[src/rtl/sequencer_key_frontend.sv]
// Sequencer-mode keypad front end: per-key sync/debounce lanes, step toggle
// pulses, mode and play/pause latches, and a tempo short/long/repeat classifier.

// One key lane: two-flop synchroniser, counter debounce, previous-value register.
module skf_key_lane #(
  parameter int DEBOUNCE_CYCLES = 20
) (
  input  logic clk,
  input  logic n_rst,
  input  logic raw,
  output logic deb,
  output logic deb_prev
);
  localparam int CW = $clog2(DEBOUNCE_CYCLES + 1);

  logic          s1, sync;
  logic [CW-1:0] cnt;

  // Accept a new level only after DEBOUNCE_CYCLES consecutive mismatching samples.
  always_ff @(posedge clk or negedge n_rst) begin
    if (!n_rst) begin
      s1       <= 1'b0;
      sync     <= 1'b0;
      deb      <= 1'b0;
      deb_prev <= 1'b0;
      cnt      <= '0;
    end else begin
      s1       <= raw;
      sync     <= s1;
      deb_prev <= deb;
      if (sync == deb) begin
        cnt <= '0;
      end else if (cnt == CW'(DEBOUNCE_CYCLES - 1)) begin
        deb <= sync;
        cnt <= '0;
      end else begin
        cnt <= cnt + 1'b1;
      end
    end
  end
endmodule

module sequencer_key_frontend #(
  parameter int NUM_STEPS       = 8,
  parameter int DEBOUNCE_CYCLES = 20,
  parameter int HOLD_CYCLES     = 5000,
  parameter int REPEAT_CYCLES   = 1000
) (
  input  logic                 clk,
  input  logic                 n_rst,
  input  logic [NUM_STEPS+2:0] keys,
  output logic [NUM_STEPS-1:0] toggle,
  output logic                 sequencer_on,
  output logic                 play,
  output logic                 tempo_button,
  output logic                 tempo_hold
);
  localparam int NK        = NUM_STEPS + 3;
  localparam int KEY_PLAY  = 0;
  localparam int KEY_MODE  = 1;
  localparam int KEY_TEMPO = NUM_STEPS + 2;
  localparam int HW        = $clog2(HOLD_CYCLES + 1);
  localparam int RW        = $clog2(REPEAT_CYCLES + 1);

  typedef enum logic [1:0] {T_IDLE, T_PRESSED, T_LONG} tstate_t;

  logic [NK-1:0] deb, deb_prev, rise;
  logic          tempo_fall;
  logic          seq_d, play_d;
  tstate_t       st_q, st_d;
  logic [HW-1:0] hcnt_q, hcnt_d;
  logic [RW-1:0] rcnt_q, rcnt_d;

  for (genvar g = 0; g < NK; g++) begin : g_lane
    skf_key_lane #(.DEBOUNCE_CYCLES(DEBOUNCE_CYCLES)) u_lane (
      .clk      (clk),
      .n_rst    (n_rst),
      .raw      (keys[g]),
      .deb      (deb[g]),
      .deb_prev (deb_prev[g])
    );
  end

  assign rise       = deb & ~deb_prev;
  assign tempo_fall = ~deb[KEY_TEMPO] & deb_prev[KEY_TEMPO];

  // Step i lives on key bit 2+i; pulses are suppressed in piano mode.
  assign toggle = rise[NUM_STEPS+1:2] & {NUM_STEPS{sequencer_on}};

  // Mode flips on its rise; play only toggles while already in sequencer mode
  // and is cleared whenever the mode is (or is about to be) off.
  always_comb begin
    seq_d  = sequencer_on ^ rise[KEY_MODE];
    play_d = play;
    if (!seq_d)
      play_d = 1'b0;
    else if (sequencer_on && rise[KEY_PLAY])
      play_d = ~play;
  end

  // Mode and play latches.
  always_ff @(posedge clk or negedge n_rst) begin
    if (!n_rst) begin
      sequencer_on <= 1'b0;
      play         <= 1'b0;
    end else begin
      sequencer_on <= seq_d;
      play         <= play_d;
    end
  end

  // Tempo classifier: short press reports on release, long press reports at
  // the hold threshold and then every REPEAT_CYCLES+1 cycles while held.
  always_comb begin
    st_d         = st_q;
    hcnt_d       = hcnt_q;
    rcnt_d       = rcnt_q;
    tempo_button = 1'b0;
    tempo_hold   = 1'b0;
    case (st_q)
      T_IDLE: begin
        if (rise[KEY_TEMPO]) begin
          st_d   = T_PRESSED;
          hcnt_d = HW'(1);
        end
      end
      T_PRESSED: begin
        if (tempo_fall) begin
          tempo_button = 1'b1;
          st_d         = T_IDLE;
        end else if (deb[KEY_TEMPO]) begin
          hcnt_d = hcnt_q + 1'b1;
          if (hcnt_q == HW'(HOLD_CYCLES - 1)) begin
            tempo_hold = 1'b1;
            st_d       = T_LONG;
            rcnt_d     = '0;
          end
        end
      end
      T_LONG: begin
        if (tempo_fall) begin
          st_d = T_IDLE;
        end else if (rcnt_q == RW'(REPEAT_CYCLES)) begin
          tempo_hold = 1'b1;
          rcnt_d     = '0;
        end else begin
          rcnt_d = rcnt_q + 1'b1;
        end
      end
      default: st_d = T_IDLE;
    endcase
  end

  // Tempo classifier state and counters.
  always_ff @(posedge clk or negedge n_rst) begin
    if (!n_rst) begin
      st_q   <= T_IDLE;
      hcnt_q <= '0;
      rcnt_q <= '0;
    end else begin
      st_q   <= st_d;
      hcnt_q <= hcnt_d;
      rcnt_q <= rcnt_d;
    end
  end
endmodule

[config.mk]
export PLATFORM = sky130hd
export DESIGN_NAME = sequencer_key_frontend
export DESIGN_NICKNAME = d
export VERILOG_FILES = /design/src/rtl/sequencer_key_frontend.sv
export SDC_FILE = /design/constraint.sdc
export NUM_CORES = 1
export LEC_CHECK = 0
export CAP_MARGIN = 25
export CORE_MARGIN = 2
export CORE_UTILIZATION = 65
export CTS_CLUSTER_DIAMETER = 50
export DETAILED_ROUTE_END_ITERATION = 12
export PLACE_DENSITY = 0.94
export SLEW_MARGIN = 30
export SYNTH_ARGS = -nofsm -noshare
export SYNTH_HDL_FRONTEND = slang
export SYNTH_HIERARCHICAL = 1
export SYNTH_SLANG_ARGS = --single-unit
[constraint.sdc]
create_clock -name clk -period 6.1 [get_ports clk]
set_clock_uncertainty 0.15 [all_clocks]
set_input_delay 0.915 -clock clk [delete_from_list [all_inputs] [get_ports clk]]
set_output_delay 0.915 -clock clk [all_outputs]
set_load 0.02 [all_outputs]
==> metrics.csv <==
stage,metric,value,unit
outcome,outcome,finished clean,
timing,setup TNS,0,ns
power,maximum vdd ir drop,0.191,mV
setup_path,CP Max Fanout,6,
global_routing,largest net degree at the start of global routing,76,
die,Initial Util,67.4,%
detailed_routing,DR vias,3652,
setup_path,Slowest cell on crit path,or4_1,
power,P per Cell Area,305,nW/µm²
detailed_routing,router iterations before antenna repair,4,
synthesis,Post-synth top flop,dfrtp_1,
timing,f_max,0.245,GHz
finish,fillers,465,
timing,Relative slew margins,55.8,%
flow_run,Max Cap Violations,0,
detailed_routing,final antenna-violating net count,0,
clocking,CTS tree,done,
clocking,CTS max path bufs,2,
die,Die X,96.5,µm
die,core area,8260,µm²
detailed_routing,Via density,5.88,
hold_path,Worst Hold Depth,0,
timing,Tcrit/Tclk final,66.8,%
global_routing,overflow left after global routing,0,
global_routing,GRT Util Overall,25.0,%
synthesis,library cells used by synthesis,54,
die,die area,9320,µm²
timing,Final Hold Fails,0,
setup_path,depth of the most critical reg-to-reg path,4,
setup_path,Stages on worst setup path,4,
setup_path,Critical Path Start Type,flip-flop,
power,Leakage,3.02,nW
setup_path,crit-path cells,"or4_4, or4_1, a21boi_1, clkdlybuf4s50_1",
global_routing,initial antenna violation count,0,
timing,final setup vio count,0,
setup_path,CP endpoint kind,primary output,
setup_path,Worst Path Buf+Inv,1,
timing,Worst Tran Pin Value,0.663,ns
clocking,CTS HTree Levels,4,
clocking,CTS Buf Count,17,
synthesis,Post-Synthesis Cells,467,
clocking,Resized cells post-CTS,0,
hold_path,type of the tightest min-delay check,reg2reg,
finish,layout cell share with drive strength beyond 1,14.1,%
clocking,clk slew on worst S/H paths,0.06,ns
setup_path,cell family with most CP delay,simple AND/OR/NAND/NOR gates,
synthesis,"Seq/Total Area, Yosys",56.6,%
clocking,setup bufs post-CTS,0,
clocking,clk root buf,clkbuf_8,
setup_path,CP Data Required Time,5.03,ns
detailed_routing,drt total wl,10500,µm
setup_path,slowest cell delay on critical path,0.69,ns
synthesis,synth warn,6,
synthesis,Post-synth ARST share,100,%
finish,area delta synth->final,16.8,%
setup_path,critical path arrival,3.01,ns
die,IO Count,25,
die,Rows,33,
placed_design,GPL Wtd Cong,0.867,
finish,antenna cells,0,
timing,RSZ-0062 raised after global routing,false,
finish,# nets final,534,
finish,post-layout util,78.7,%
synthesis,count of flip-flops with a built-in enable after synthesis,0,
detailed_routing,wire per inst,17.0,µm
synthesis,Mapped Nets,497,
detailed_routing,drc violations,0,
placed_design,post-DP HPWL,6460,µm
synthesis,syn avg cell area,11.9,µm²
clocking,clk_lat worst skew,0.50,ns
global_routing,vias in the first global route,3819,
synthesis,Mapped Area,5570,µm²
setup_path,WS Path Type,reg2out,
clocking,hold buffers post-CTS,0,
synthesis,Synth Register Bits,126,
detailed_routing,drt initial violations,191,
timing,Slew Limit Fails,0,
global_routing,global-route wire length before repair,17500,µm
timing,min Tclk post-route,4.08,ns
clocking,Num Clock Sinks,126,
placed_design,port buffer count,24,
die,Die H,96.5,µm
==> cell families after synthesis <==
logic type	Yosys count	share of synthesized area, %
simple gates	190	18.9
flops	126	56.6
compound gates	53	7.93
xor+xnor	49	7.71
fa+ha+maj	17	3.82
mux	16	3.91
buf+inv	16	1.10
==> cells in the mapped netlist, drive strengths merged (2+ instances only) <==
master	count	share of area, %
dfrtp	126	57
nor2	45	3.0
nand3	35	3.1
xnor2	27	4.2
and2	24	2.7
nand2	24	1.6
xor2	22	3.5
ha	17	3.8
nor3	16	2.4
mux2	13	3.4
o31ai	13	2.7
and3	10	1.1
inv	9	0.61
o21ai	9	0.81
a21oi	8	0.92
and3b	7	1.1
a22o	6	0.94
nand2b	6	0.67
clkbuf	5	0.34
nor4	5	0.67
o22ai	4	0.45
or3	4	0.45
or4	4	0.61
mux2i	3	0.54
nand4	3	0.34
buf	2	0.16
or2	2	0.22
==> final timing paths <==
kind                       slack [ns]                start                 endpoint
setup reg to reg                 3.66            hcnt_q[3]                rcnt_q[3]
max in group asynchronous        4.41                n_rst               hcnt_q[10]
setup / recovery                 2.02            hcnt_q[3]               tempo_hold
hold / removal                   0.20  g_lane[4].u_lane/s1    g_lane[4].u_lane/sync
min in group asynchronous        0.28                n_rst  g_lane[8].u_lane/cnt[4]
hold reg to reg                  0.20  g_lane[4].u_lane/s1    g_lane[4].u_lane/sync
==> registers in the layout (all words and copies together), names as in the netlist <==
register and count:
g_lane.u_lane/sync 11, g_lane.u_lane/deb_prev 11, g_lane.u_lane/deb 11, play 1, hcnt_q 13, rcnt_q 10
g_lane.u_lane/cnt 55, sequencer_on 1, st_q 2, g_lane.u_lane/s1 11
==> area by class of cell <==
class,count,area [µm²],share of cell area (%)
clock buffer,17,414,6.37
clock inverter,14,168,2.58
inverter,9,33.8,0.520
multi-input combinational,325,2350,36.2
sequential,126,3150,48.5
tap,105,131,2.02
timing repair buffer,25,249,3.83
==> per-stage QoR <==
stage	total power [mW]	area (µm²)	instances	hold slack [ns]	setup WS [ns]
2_1_floorplan	0.964	5570	467	0.181	3.07
3_3_place_gp	1.00	5920	590	0.183	2.59
3_5_place_dp	1.01	5920	590	0.185	2.58
4_1_cts	2.00	6500	621	0.200	2.02
5_1_grt	2.05	6500	621	0.203	1.90
6_report	1.98	6500	621	0.198	2.02
==> per-layer routing <==
| metal | GRT usage (%) | share of wire [%] | wire (µm) | up-vias |
|---|---|---|---|---|
| li1 | - | - | - | 1713 |
| met1 | 29.2 | 42 | 4420 | 1836 |
| met2 | 44.7 | 53 | 5610 | 88 |
| met3 | 5.82 | 3.3 | 344 | 15 |
| met4 | 9.74 | 1.7 | 177 | 0 |
| met5 | 0 | 0 | 0 | - |
==> cell usage in the layout (no fill, tap or decap), drive strengths merged, types with 4 or more instances in the layout <==
master and count:
nor3 16, nand3 35, mux2 13, and2 24, and3b 7, clkinv 6
dfrtp 126, clkdlybuf4s50 23, inv 11, a22o 6, nor4 5, o22ai 4
clkbuf 17, and3 10, nor2 45, nand2 24, or4 4, xor2 22
or3 4, o21ai 9, o31ai 13, xnor2 27, a21oi 8, ha 17
nand2b 6
==> power by group <==
group / switching [mW] / internal (mW) / total, mW
Clock: 0.364 / 0.620 / 0.984
Sequential: 0.0253 / 0.865 / 0.890
Combinational: 0.0641 / 0.0450 / 0.109
Total: 0.453 / 1.53 / 1.98
Power figures use the tool's default switching activity.
